===== src/rtl/hft_pkg.sv =====
// Shared types for the HFT pipeline: scheduler FSM states and the default-width quote record.
package hft_pkg;

    localparam int unsigned NUM_STOCKS_DEF = 4;
    localparam int unsigned STOCK_ID_W     = $clog2(NUM_STOCKS_DEF);
    localparam int unsigned DATA_W         = 32;
    localparam int unsigned QTY_W          = 33;

    typedef enum logic [1:0] {
        IDLE  = 2'd0,
        ISSUE = 2'd1,
        GAP   = 2'd2
    } sched_state_e;

    // Quote as seen between trading_logic, the scheduler and reverse_parser at default widths.
    typedef struct packed {
        logic [STOCK_ID_W-1:0] stock_id;
        logic [DATA_W-1:0]     buy;
        logic [DATA_W-1:0]     sell;
        logic [QTY_W-1:0]      qty;
    } quote_t;

endpackage


===== src/rtl/rr_arbiter.sv =====
// Combinational round-robin arbiter: first requester after last_grant, wrapping around.
module rr_arbiter #(
    parameter int unsigned N = 4
) (
    input  logic [N-1:0]         req_i,
    input  logic [$clog2(N)-1:0] last_grant_i,
    output logic [N-1:0]         gnt_oh_o,
    output logic [$clog2(N)-1:0] gnt_idx_o,
    output logic                 any_req_o
);

    localparam int unsigned IdxW = $clog2(N);

    logic [IdxW-1:0] cand;
    logic            found;

    // Scan last_grant+1 .. last_grant+N; index arithmetic wraps because N is a power of two.
    always_comb begin
        gnt_idx_o = last_grant_i;
        found     = 1'b0;
        cand      = last_grant_i;
        for (int unsigned i = 1; i <= N; i++) begin
            cand = last_grant_i + IdxW'(i);
            if (!found && req_i[cand]) begin
                found     = 1'b1;
                gnt_idx_o = cand;
            end
        end
        gnt_oh_o  = found ? (N'(1) << gnt_idx_o) : '0;
        any_req_o = |req_i;
    end

endmodule


===== src/rtl/quote_scheduler.sv =====
// Per-stock quote slots feeding reverse_parser one order at a time, round-robin, with an
// enforced idle gap after every accepted order.
module quote_scheduler
    import hft_pkg::*;
#(
    parameter int unsigned NUM_STOCKS = 4,
    parameter int unsigned DATA_WIDTH = 32,
    parameter int unsigned QTY_WIDTH  = 33,
    parameter int unsigned GAP_WIDTH  = 16
) (
    input  logic                          i_clk,
    input  logic                          i_reset_n,
    input  logic                          i_data_valid,
    input  logic [$clog2(NUM_STOCKS)-1:0] i_stock_id,
    input  logic [DATA_WIDTH-1:0]         i_buy_price,
    input  logic [DATA_WIDTH-1:0]         i_sell_price,
    input  logic [QTY_WIDTH-1:0]          i_quantity,
    input  logic                          i_book_is_busy,
    input  logic [GAP_WIDTH-1:0]          i_min_gap,
    input  logic                          i_ready,
    output logic                          o_valid,
    output logic [$clog2(NUM_STOCKS)-1:0] o_stock_id,
    output logic [DATA_WIDTH-1:0]         o_buy_price,
    output logic [DATA_WIDTH-1:0]         o_sell_price,
    output logic [QTY_WIDTH-1:0]          o_quantity,
    output logic [NUM_STOCKS-1:0]         o_pending,
    output logic [15:0]                   o_overwrite_cnt
);

    localparam int unsigned ID_W = $clog2(NUM_STOCKS);

    typedef struct packed {
        logic [DATA_WIDTH-1:0] buy;
        logic [DATA_WIDTH-1:0] sell;
        logic [QTY_WIDTH-1:0]  qty;
    } slot_t;

    slot_t                 slot_q [NUM_STOCKS];
    logic [NUM_STOCKS-1:0] slot_vld_q, slot_vld_d;
    sched_state_e          state_q, state_d;
    logic [ID_W-1:0]       last_grant_q;
    logic [GAP_WIDTH-1:0]  gap_cnt_q, gap_cnt_d;
    logic [ID_W-1:0]       out_id_q;
    slot_t                 out_q;
    logic [15:0]           ovw_cnt_q;

    logic [NUM_STOCKS-1:0] gnt_oh;
    logic [ID_W-1:0]       gnt_idx;
    logic                  any_req;
    logic                  grant;
    logic                  overwrite;

    rr_arbiter #(
        .N (NUM_STOCKS)
    ) u_arb (
        .req_i        (slot_vld_q),
        .last_grant_i (last_grant_q),
        .gnt_oh_o     (gnt_oh),
        .gnt_idx_o    (gnt_idx),
        .any_req_o    (any_req)
    );

    // FSM next state and gap counter.
    always_comb begin
        state_d   = state_q;
        gap_cnt_d = gap_cnt_q;
        grant     = 1'b0;
        case (state_q)
            IDLE: begin
                if (any_req && !i_book_is_busy) begin
                    grant   = 1'b1;
                    state_d = ISSUE;
                end
            end
            ISSUE: begin
                if (i_ready) begin
                    if (i_min_gap == '0) begin
                        state_d = IDLE;
                    end else begin
                        gap_cnt_d = i_min_gap;
                        state_d   = GAP;
                    end
                end
            end
            GAP: begin
                gap_cnt_d = gap_cnt_q - 1'b1;
                if (gap_cnt_q <= GAP_WIDTH'(1)) begin
                    state_d = IDLE;
                end
            end
            default: state_d = IDLE;
        endcase
    end

    // Slot valid bits: grant clears, write sets afterwards so a same-cycle write survives.
    always_comb begin
        slot_vld_d = slot_vld_q;
        if (grant) begin
            slot_vld_d = slot_vld_d & ~gnt_oh;
        end
        if (i_data_valid) begin
            slot_vld_d = slot_vld_d | (NUM_STOCKS'(1) << i_stock_id);
        end
        overwrite = i_data_valid && slot_vld_q[i_stock_id] && !(grant && gnt_oh[i_stock_id]);
    end

    // Control, output register and overwrite counter.
    always_ff @(posedge i_clk) begin
        if (!i_reset_n) begin
            state_q      <= IDLE;
            gap_cnt_q    <= '0;
            slot_vld_q   <= '0;
            last_grant_q <= ID_W'(NUM_STOCKS - 1);
            out_id_q     <= '0;
            out_q        <= '0;
            ovw_cnt_q    <= '0;
        end else begin
            state_q    <= state_d;
            gap_cnt_q  <= gap_cnt_d;
            slot_vld_q <= slot_vld_d;
            if (grant) begin
                last_grant_q <= gnt_idx;
                out_id_q     <= gnt_idx;
                out_q        <= slot_q[gnt_idx];
            end
            if (overwrite && (ovw_cnt_q != 16'hFFFF)) begin
                ovw_cnt_q <= ovw_cnt_q + 16'd1;
            end
        end
    end

    // Slot payload storage; validity is tracked separately so this needs no reset.
    always_ff @(posedge i_clk) begin
        if (i_data_valid) begin
            slot_q[i_stock_id] <= '{buy: i_buy_price, sell: i_sell_price, qty: i_quantity};
        end
    end

    assign o_valid         = (state_q == ISSUE);
    assign o_stock_id      = out_id_q;
    assign o_buy_price     = out_q.buy;
    assign o_sell_price    = out_q.sell;
    assign o_quantity      = out_q.qty;
    assign o_pending       = slot_vld_q;
    assign o_overwrite_cnt = ovw_cnt_q;

endmodule

===== config.mk =====
export PLATFORM = sky130hd
export DESIGN_NAME = quote_scheduler
export DESIGN_NICKNAME = d
export VERILOG_FILES = /design/src/rtl/hft_pkg.sv /design/src/rtl/rr_arbiter.sv /design/src/rtl/quote_scheduler.sv
export SDC_FILE = /design/constraint.sdc
export NUM_CORES = 1
export LEC_CHECK = 0
export BUFFER_PORTS_ARGS = -buffer_cell sky130_fd_sc_hd__buf_2
export CAP_MARGIN = 20
export CORE_ASPECT_RATIO = 0.5
export CORE_UTILIZATION = 51
export CTS_CLUSTER_SIZE = 12
export DETAILED_ROUTE_END_ITERATION = 10
export PLACE_DENSITY = 0.78
export SYNTH_ARGS = -nofsm -noshare
export SYNTH_HDL_FRONTEND = slang
export SYNTH_HIERARCHICAL = 1
export SYNTH_SLANG_ARGS = --single-unit

===== constraint.sdc =====
create_clock -name i_clk -period 15.3 [get_ports i_clk]
set_input_delay 0 -clock i_clk [delete_from_list [all_inputs] [get_ports i_clk]]
set_output_delay 0 -clock i_clk [all_outputs]
set_load 0.03 [all_outputs]

==> results by group, run 1 <==
Outcome
  • Status: completed

Worst setup path
  • Sum of buffers and inverters on the critical path: 2
  • Critical Path RT: 15,710 ps
  • Instance count on the critical path: 8
  • Reg2Reg Setup Slack: 12,100 ps
  • CP endpoint kind: flip-flop
  • WP data arrival: 3620 ps
  • CP max stage cell: buf_4
  • Critical path endpoint: o_buy_price[1]
  • CP Max Fanout: 60
  • Reg2reg start: last_grant_q[1]
  • Worst r2r dst: o_buy_price[1]
  • Crit start category: flip-flop
  • Max incr delay on CP: 730 ps
  • R2R depth: 8
  • Cell family with most CP delay: buffers and inverters
  • Crit path kind: flip-flop to flip-flop
  • Source of the critical timing path: last_grant_q[1]
  • Cell Chain, Critical Path: nor2b_1, a21oi_1, a21oi_4, buf_4, buf_4, mux4_2, nand2_1, a21oi_1

Pwr
  • Leakage power: 8.448 nW
  • Worst vdd ir: 0.07769 mV
  • Clock power frac: between 30% and 40%
  • Internal: 2.397 mW
  • Combinational power share: 12.2%
  • Sequential Power Share: 52.3%
  • Sw Share: 23.91%
  • PD cells: 131.9 nW/um^2
  • Net switching power: 0.7533 mW

Placement
  • Placed Instances: 1,904
  • Placer Congestion: 0.8302
  • Port buffer count: 239
  • Final HPWL DP: 24,100 microns

Logic synthesis
  • Most used DFF post-synth: edfxtp_1
  • Syn Std Cell Area: around 20,000 sq um
  • Post-synthesis sequential element count: approximately 530
  • Synth warnings: 6
  • Synth cell types: 60
  • Post-synthesis sequential area ratio: 73.86%
  • Synth Net Count: 1,348
  • Post-Syn Instances: 1,225
  • Async S/R FF share, synth: 0%
  • Post-synth EDFFs: around 390
  • Mean post-synth cell area: 15.95 sq um

Timing
  • Slew Viols, Final: 0
  • Post-layout min period: 3203 ps
  • Max-slew headroom: 23.26%
  • RSZ-0062 raised after global routing: no
  • Hold_ws: 140.0 ps
  • Part of the cycle the worst path needs: 20.94%
  • Slew @ Worst Pin: roughly 1200 ps
  • Final Setup Violations: 0
  • Final TNS setup: 0 ps
  • Final Hold Fails: 0
  • FMAX: 312.2 MHz
  • Setup Skew: 16.22 ps

Die
  • Starting Density: 52.06%
  • Die width: 278.8 microns
  • IO Count: 240
  • Die Y: 140.4 microns
  • Core area: around 38,000 sq um
  • DIE AREA: around 40,000 sq um
  • Cell Rows: 50

Drt
  • Routed via count: 11,970
  • Final ANT Viol Nets: 0
  • Starting DRC count in detailed routing: 884
  • Routed wire per std cell: around 21 microns
  • DRC: 0
  • Vias per Instance: 5.660
  • First-pass detailed-route iteration total: 6
  • Routed wire length: 43,930 microns

Hold path
  • Min-Delay Path Class: input port to flip-flop
  • Hold Crit Depth: 6

Cells and area
  • Post-layout nets: 1,702
  • Area grow syn2layout: 22.25%
  • Share of post-route cells with drive strength above 1: 26.16%
  • Non-filler instance count after layout: 2,115
  • # fillers: roughly 2,600
  • Most common cell after layout, fill and taps aside: edfxtp_1
  • Most frequent cells in the layout: edfxtp_1, buf_2, nand2_1

Clock tree
  • CTS tree: yes
  • Post-CTS Hold Buffers: 117
  • H-tree depth: 2
  • Clk pin slew, worst setup/hold paths: 60 ps
  • Post-CTS sizing: 0
  • Max Root-Sink Buffers: 3
  • Post-CTS Setup Bufs: 0
  • Clk sinks: roughly 530
  • Cts bufs inserted: 50
  • Worst-Skew Late Latency: about 570 ps
  • Root Driver: clkbuf_16

GRT
  • Global-route wire length before repair: 68,590 microns
  • Initial antenna violation count: 3
  • Gr usage total: 22.55%
  • Pin count of the biggest net entering global routing: 99
  • Vias in the first global route: 12,770
  • GRT overflow: 0

Flow run
  • Max-cap check violation count: 0
-- routing by layer --
metal | wire length (microns) | part of all wire, % | GRT usage, %
met2 | 23460 | 53 | 40.98
met5 | 0 | 0 | 0
met3 | 2215 | 5.0 | 3.970
met4 | 1687 | 3.8 | 10.29
met1 | 16570 | 38 | 26.24
-- synthesized netlist by cell type (4+ instances only) --
cell type | n | area (sq um)
nand2b_1 | 5 | 31.28
nand4_1 | 6 | 37.54
buf_2 | 5 | 25.02
o21ai_0 | 8 | 40.04
nand2_1 | 222 | 833.3
dfxtp_1 | 139 | 2783
a21oi_1 | 134 | 670.6
clkbuf_1 | 54 | 202.7
or4_1 | 8 | 60.06
edfxtp_1 | 388 | 11650
nor3_1 | 11 | 55.05
nor2b_1 | 6 | 37.54
a22oi_1 | 4 | 30.03
nand3_1 | 14 | 70.07
nor2_1 | 29 | 108.9
mux4_2 | 98 | 2207
o31ai_1 | 7 | 52.55
inv_1 | 11 | 41.29
buf_1 | 7 | 26.28
nor4_1 | 9 | 56.30
mux2i_1 | 6 | 60.06
-- worst min-delay path by stage --
| stage | to | from |
|---|---|---|
| floorplan | slot_q[0][0] | i_quantity[0] |
| global placement | slot_q[2][61] | i_sell_price[28] |
| detailed placement | slot_q[0][61] | i_sell_price[28] |
| CTS | o_overwrite_cnt[4] | i_stock_id[1] |
| global route | slot_q[0][59] | i_sell_price[26] |
| finish | o_overwrite_cnt[4] | i_stock_id[1] |
-- sequential cells by signal, indices dropped and copies added, names as in the netlist --
| name | count |
|---|---|
| o_sell_price | 32 |
| o_pending | 4 |
| gap_cnt_q | 16 |
| o_stock_id | 2 |
| o_overwrite_cnt | 16 |
| slot_q | 388 |
| last_grant_q | 2 |
| o_buy_price | 32 |
| state_q | 2 |
| o_quantity | 33 |
-- kinds of logic after synthesis --
family	after synthesis	share of synthesized area, %
flops	527	73.86
simple gates	328	7.325
compound gates	177	5.116
mux	104	11.60
buf+inv	81	1.684
xor+xnor	5	0.2241
fa+ha+maj	3	0.1921
-- worst register-to-register path, stage by stage, from the launching register on --
cell	delay (ps)
dfxtp_1	500
nor2b_1	260
a21oi_1	140
a21oi_4	150
buf_4	730
buf_4	690
mux4_2	410
nand2_1	90
a21oi_1	80
-- layout make-up --
type	count	area, sq um	share of cell area, %
diodes	4	10.01	0.04190
clock buffers	87	1390	5.819
clock inverters	3	50.05	0.2095
inverters	12	47.55	0.1990
multi-input cells	617	4848	20.29
flip-flops and latches	527	14430	60.42
well taps	494	618.1	2.587
repair buffers	371	2492	10.43
-- power by group through the flow --
stage | Sequential, mW | Clock [mW] | Combinational, mW
detailed placement | 1.68 | 0 | 0.360
CTS | 1.65 | 1.14 | 0.387
global route | 1.65 | 1.20 | 0.413
global placement | 1.67 | 0 | 0.352
finish | 1.65 | 1.12 | 0.385
floorplan | 1.71 | 0 | 0.210
-- through the flow --
stage / power, mW / util, % / area [sq um] / setup slack (ps)
floorplan: 1.925 / - / 19540 / 10510
finish: 3.150 / 63.65 / 23890 / 12100
global route: 3.261 / 63.64 / 23890 / 11880
global placement: 2.020 / 56.66 / 21270 / 12250
detailed placement: 2.036 / 56.66 / 21270 / 12100
CTS: 3.169 / 63.62 / 23880 / 12120
(Power assumes the default switching activity.)
==> run 2: changes to the inputs <==
Clock period 15.3 ns to 3 ns, I/O delays scaled along.
==> run 2 against run 1 <==
Wire length barely moved. Critical path depth is the same. Clock power grew to 5.3 times the previous value. Fmax is 15% higher. Die area unchanged. Utilization rose by 0.74 points. Non-clock buffer count is 6 higher. Combinational power grew to 5.2 times the previous value. Final cell count is 0.38% higher. Final area increased by 1.2%. First-iteration DRC count is 35% higher. Critical path type unchanged.
==> results by group, run 2 (synthesized netlist as in run 1, its figures left out) <==
Worst setup path
  • Cell Chain, Critical Path: a21o_1, a21oi_1, o21a_1, mux4_2, and2_4, or3_4, or4_1, a21oi_1
  • CP endpoint kind: flip-flop
  • Crit-path most repeated cell: a21oi_1
  • WP data arrival: 3280 ps (-340 ps)
  • Critical Path RT: 3480 ps (-12,230 ps)
  • Crit start category: flip-flop
  • CP Max Fanout: 9 (-85%)
  • Max incr delay on CP: 520 ps (-210 ps)
  • Reg2Reg Setup Slack: 210 ps (-11,890 ps)
  • Crit path kind: flip-flop to flip-flop
  • CP max stage cell: or4_1

Timing
  • Worst Slack Setup Final: 207.2 ps (-11,890 ps)
  • Slew @ Worst Pin: 947.5 ps (-203.7 ps)
  • Max-slew headroom: 36.68% (+13 points)
  • Final TNS setup: 0 ps (unchanged)
  • Hold_ws: 21.99 ps (-118.1 ps)
  • Final Setup Violations: 0 (unchanged)
  • RSZ-0062 raised after global routing: no
  • Slew Viols, Final: 0 (unchanged)
  • FMAX: 358.1 MHz (+15%)
  • Part of the cycle the worst path needs: 93.09% (+72 points)
  • Setup Skew: 38.07 ps (+21.85 ps)
  • Post-layout min period: 2793 ps (-410.6 ps)
  • Final Hold Fails: 0 (unchanged)

Pwr
  • Leakage power: 8.570 nW (+1.4%)
  • Combinational power share: 12.3% (about the same)
  • Total power draw: 16.38 mW (+420%)
  • Sw Share: 23.80% (-0.11 points)
  • Worst vdd ir: 0.4644 mV (+500%)
  • Net switching power: 3.900 mW (+420%)
  • Sequential Power Share: 51.3% (-1.0 points)
  • Clock power frac: 36.5% (+1.0 points)
  • Internal: 12.48 mW (+420%)
  • PD cells: 677.9 nW/um^2 (+410%)

Cells and area
  • Area grow syn2layout: 23.67%
  • Largest register FFs: 388 (unchanged)
  • # fillers: 2,496 (-5.1%)
  • Non-filler instance count after layout: 2,123 (+0.38%)
  • Share of post-route cells with drive strength above 1: 26.69% (+0.53 points)
  • Most frequent cells in the layout: edfxtp_1, buf_2, nand2_1
  • Finished Core Util: 64.39% (+0.74 points)
  • Largest Register: slot_q
  • Most common cell after layout, fill and taps aside: edfxtp_1
  • Design area: 24,170 sq um (+1.2%)
  • Post-layout nets: 1,708 (+0.35%)

Clock tree
  • Clk pin slew, worst setup/hold paths: 60 ps (about the same)
  • CTS tree: yes
  • Post-CTS Setup Bufs: 0 (unchanged)
  • Cts bufs inserted: 50 (unchanged)
  • Root Driver: clkbuf_16
  • H-tree depth: 2 (unchanged)
  • Worst-Skew Late Latency: 590 ps (+20 ps)
  • Max Root-Sink Buffers: 3 (unchanged)
  • Clk sinks: 527 (unchanged)

Die
  • Starting Density: 52.06% (unchanged)
  • IO Count: 240 (unchanged)
  • Core area: 37,540 sq um (unchanged)
  • Die Y: 140.4 microns (unchanged)
  • Die width: 278.8 microns (unchanged)
  • DIE AREA: 39,150 sq um (unchanged)
  • Cell Rows: 50 (unchanged)

Outcome
  • Status: completed

Drt
  • Starting DRC count in detailed routing: 1,191 (+35%)
  • Routed wire per std cell: 20.70 microns (-0.34%)
  • Final ANT Viol Nets: 0 (unchanged)
  • DRC: 0 (unchanged)
  • Routed via count: 11,950 (-0.17%)
  • Vias per Instance: 5.629 (-0.54%)
  • First-pass detailed-route iteration total: 5 (-1)
  • Routed wire length: 43,950 microns (about the same)

Flow run
  • Max-cap check violation count: 0 (unchanged)

GRT
  • Global-route wire length before repair: 67,990 microns (-0.87%)
  • Pin count of the biggest net entering global routing: 104 (+5.1%)
  • Initial antenna violation count: 3 (unchanged)
  • GRT overflow: 0 (unchanged)
  • Vias in the first global route: 12,560 (-1.6%)
  • Gr usage total: 22.42% (-0.13 points)

Placement
  • Placer Congestion: 0.8634 (+4.0%)
  • Final HPWL DP: 24,490 microns (+1.6%)
  • Worst slack, placed: 148.1 ps (-11,960 ps)
  • Placed Instances: 1,909 (+0.26%)
  • DP Area: 21,440 sq um (+0.82%)
  • Port buffer count: 239 (unchanged)

Hold path
  • Min-Delay Path Class: input port to flip-flop
-- run 2: metal layers --
metal | wire length, microns | part of all wire, % | global-route usage, % | vias up
li1 | - | - | - | 5424
met1 | 16360 | 37 | 25.66 | 5992
met2 | 23900 | 54 | 41.95 | 435
met3 | 2324 | 5.3 | 3.820 | 99
met4 | 1356 | 3.1 | 8.907 | 0
met5 | 0 | 0 | 0 | -
-- run 2: timing repair --
item                       CTS  global route
hold buffers               118             0
hold endpoints to repair   409             0
resized for setup            0             2
setup endpoints to repair    0             5
-- run 2: layout make-up --
class / count / area (sq um) / area share (%)
Clock buffer: 90 / 1453 / 6.011
Sequential cell: 527 / 14440 / 59.73
Multi-Input combinational cell: 617 / 4848 / 20.06
Timing Repair Buffer: 377 / 2678 / 11.08
Inverter: 12 / 47.55 / 0.1967
Antenna cell: 3 / 7.507 / 0.03106
Tap cell: 494 / 618.1 / 2.557
Clock inverter: 3 / 80.08 / 0.3313
-- run 2: power by group through the flow --
| stage | clock (mW) | sequential (mW) | combinational [mW] |
|---|---|---|---|
| floorplan | 0 | 8.73 | 1.07 |
| global placement | 0 | 8.50 | 1.83 |
| detailed placement | 0 | 8.54 | 1.88 |
| CTS | 6.04 | 8.39 | 2.02 |
| global route | 6.34 | 8.43 | 2.16 |
| finish | 5.97 | 8.40 | 2.01 |
-- run 2: path summary, 6_finish.rpt --
kind | startpoint | endpoint | depth (start not counted)
worst max-delay path | last_grant_q[0] | o_overwrite_cnt[10] | 8
worst min-delay path | i_stock_id[0] | slot_q[0][38] | 2
worst max register to register | last_grant_q[0] | o_overwrite_cnt[10] | 8
worst min register to register | o_quantity[27] | o_quantity[27] | 2
-- run 2: worst max-delay path, delay by kind of cell, from the launching register on --
family	cells	cell delay [ps]
AO/OA/AOI/OAI	4	650
flip-flops	1	490
multiplexers	1	460
AND/OR/NAND/NOR	3	1130
==> run 3: changes to the inputs <==
Clock period 3 ns to 3.2 ns, I/O delays scaled along.
==> run 3 against run 2 <==
Sequential cell count unchanged. Non-clock buffer count is 3 higher. Wire length grew 2.9%. Count of clock-buffer cells in the layout down 2. Clock power decreased by 7.5%. Sequential power is 6.3% lower.
==> results by group, run 3 (synthesized netlist as in run 1, its figures left out) <==
Worst setup path
  • Critical Path RT: 3680 ps (+200 ps)
  • WP data arrival: 3460 ps (+180 ps)
  • CP endpoint kind: flip-flop
  • Instance count on the critical path: 8 (unchanged)
  • Crit start category: flip-flop
  • CP max stage cell: dfxtp_1
  • Sum of buffers and inverters on the critical path: 0 (unchanged)
  • Max incr delay on CP: 540 ps (+20 ps)
  • Cell Chain, Critical Path: nor2b_2, nor3_1, o31a_1, mux4_2, and2_4, a311o_2, or3_1, a21oi_1
  • CP Max Fanout: 16 (+7)
  • Cell family with most CP delay: compound AO/OA/AOI/OAI gates
  • Crit path kind: flip-flop to flip-flop
  • R2R depth: 8 (unchanged)

Pwr
  • Combinational power share: 12.3% (about the same)
  • Leakage power: 8.549 nW (-0.25%)
  • Net switching power: 3.644 mW (-6.6%)
  • PD cells: 634.1 nW/um^2 (-6.5%)
  • Clock power frac: 36.1% (-0.4 points)
  • Sequential Power Share: 51.5% (+0.2 points)
  • Sw Share: 23.85% (+0.045 points)
  • Worst vdd ir: 0.3631 mV (-22%)
  • Internal: 11.63 mW (-6.8%)

Timing
  • Part of the cycle the worst path needs: 93.20% (+0.11 points)
  • Final Setup Violations: 0 (unchanged)
  • Final Hold Fails: 0 (unchanged)
  • Setup Skew: 18.35 ps (-19.72 ps)
  • Slew Viols, Final: 0 (unchanged)
  • Max-slew headroom: 41.25% (+4.6 points)
  • Final TNS setup: 0 ps (unchanged)
  • Slew @ Worst Pin: 881.3 ps (-66.18 ps)
  • FMAX: 335.3 MHz (-6.4%)
  • Hold_ws: 98.72 ps (+76.73 ps)
  • RSZ-0062 raised after global routing: no
  • Post-layout min period: 2982 ps (+189.6 ps)

Die
  • Starting Density: 52.06% (unchanged)
  • Cell Rows: 50 (unchanged)
  • IO Count: 240 (unchanged)
  • Die Y: 140.4 microns (unchanged)
  • Die width: 278.8 microns (unchanged)
  • DIE AREA: 39,150 sq um (unchanged)
  • Core area: 37,540 sq um (unchanged)

GRT
  • Global-route wire length before repair: 70,280 microns (+3.4%)
  • Initial antenna violation count: 0 (-3)
  • Pin count of the biggest net entering global routing: 104 (unchanged)
  • Vias in the first global route: 12,790 (+1.8%)
  • GRT overflow: 0 (unchanged)
  • Gr usage total: 23.20% (+0.78 points)

Clock tree
  • Clk sinks: 527 (unchanged)
  • Post-CTS Setup Bufs: 0 (unchanged)
  • Post-CTS Hold Buffers: 120 (+1.7%)
  • CTS tree: yes
  • Root Driver: clkbuf_16
  • Clk pin slew, worst setup/hold paths: 70 ps (about the same)
  • Max Root-Sink Buffers: 3 (unchanged)
  • Post-CTS sizing: 0 (unchanged)
  • H-tree depth: 2 (unchanged)
  • Cts bufs inserted: 50 (unchanged)
  • Worst-Skew Late Latency: 580 ps (about the same)

Cells and area
  • # fillers: 2,546 (+2.0%)
  • Area of the multi-input gates: 4848 sq um (unchanged)
  • Post-layout nets: 1,711 (+0.18%)
  • Largest register FFs: 388 (unchanged)
  • Most common cell after layout, fill and taps aside: edfxtp_1
  • Largest Register: slot_q
  • Finished Core Util: 64.19% (-0.20 points)
  • Area grow syn2layout: 23.29%
  • Most frequent cells in the layout: edfxtp_1, buf_2, nand2_1
  • Share of post-route cells with drive strength above 1: 26.54% (-0.16 points)
  • Reg area: 14,430 sq um (about the same)

Placement
  • Port buffer count: 239 (unchanged)
  • Final HPWL DP: 25,340 microns (+3.5%)
  • Placer Congestion: 0.8069 (-6.5%)

Drt
  • Vias per Instance: 5.664 (+0.62%)
  • Routed wire per std cell: 21.30 microns (+2.9%)
  • Starting DRC count in detailed routing: 1,129 (-5.2%)
  • Final ANT Viol Nets: 0 (unchanged)
  • DRC: 0 (unchanged)
  • First-pass detailed-route iteration total: 7 (+2)
  • Routed via count: 12,020 (+0.62%)
  • Routed wire length: 45,230 microns (+2.9%)

Outcome
  • Status: completed

Hold path
  • Min-Delay Path Class: input port to flip-flop
  • Hold Crit Depth: 5 (+3)

Flow run
  • Max-cap check violation count: 0 (unchanged)
run 3: changes by cell type in the layout (fill, tap and decap cells not counted), sizes merged:
cell,change
dlygate4sd3,+2
clkbuf,-2
buf,+1
diode,-2
inv,+1
run 3: final timing paths:
check	to	slack [ps]	from
max reg2reg	o_overwrite_cnt[3]	220	o_pending[3]
min	o_sell_price[0]	100	i_book_is_busy
min reg2reg	o_quantity[9]	450	o_quantity[9]
max	o_overwrite_cnt[3]	220	o_pending[3]
run 3: layout make-up:
type | instances | share of cell area, %
clock inverter | 4 | 0.2648
timing repair buffer | 380 | 11.02
tap | 494 | 2.565
multi-input combinational | 617 | 20.12
sequential | 527 | 59.91
clock buffer | 88 | 5.915
inverter | 12 | 0.1973
antenna | 1 | 0.01039
run 3: power by group through the flow:
stage               sequential, mW  clock, mW  combinational [mW]
finish                        7.87       5.52                1.88
global route                  7.90       5.86                2.01
CTS                           7.87       5.59                1.89
detailed placement            8.01          0                1.75
global placement              7.97          0                1.72
floorplan                     8.19          0                1.01
run 3: worst min-delay path, delay by kind of cell:
kind                   cells  cell delay (ps)
buffers and inverters      2              370
AND/OR/NAND/NOR            2              190
AO/OA/AOI/OAI              1               50
run 3: metal layers:
layer	GRT usage, %	wire length (microns)
met5	0	0
met4	9.659	1816
met3	3.703	2316
met2	41.91	23690
met1	27.88	17410
run 3: stage by stage:
| stage | worst slack, ps | cell area, sq um | power [mW] | std cells |
|---|---|---|---|---|
| floorplan | -1590 | 19550 | 9.199 | 1225 |
| global placement | 385.5 | 21400 | 9.689 | 1910 |
| detailed placement | 299.1 | 21400 | 9.761 | 1910 |
| CTS | 268.8 | 24090 | 15.35 | 2122 |
| global route | 122.4 | 24090 | 15.78 | 2122 |
| finish | 217.6 | 24090 | 15.28 | 2123 |
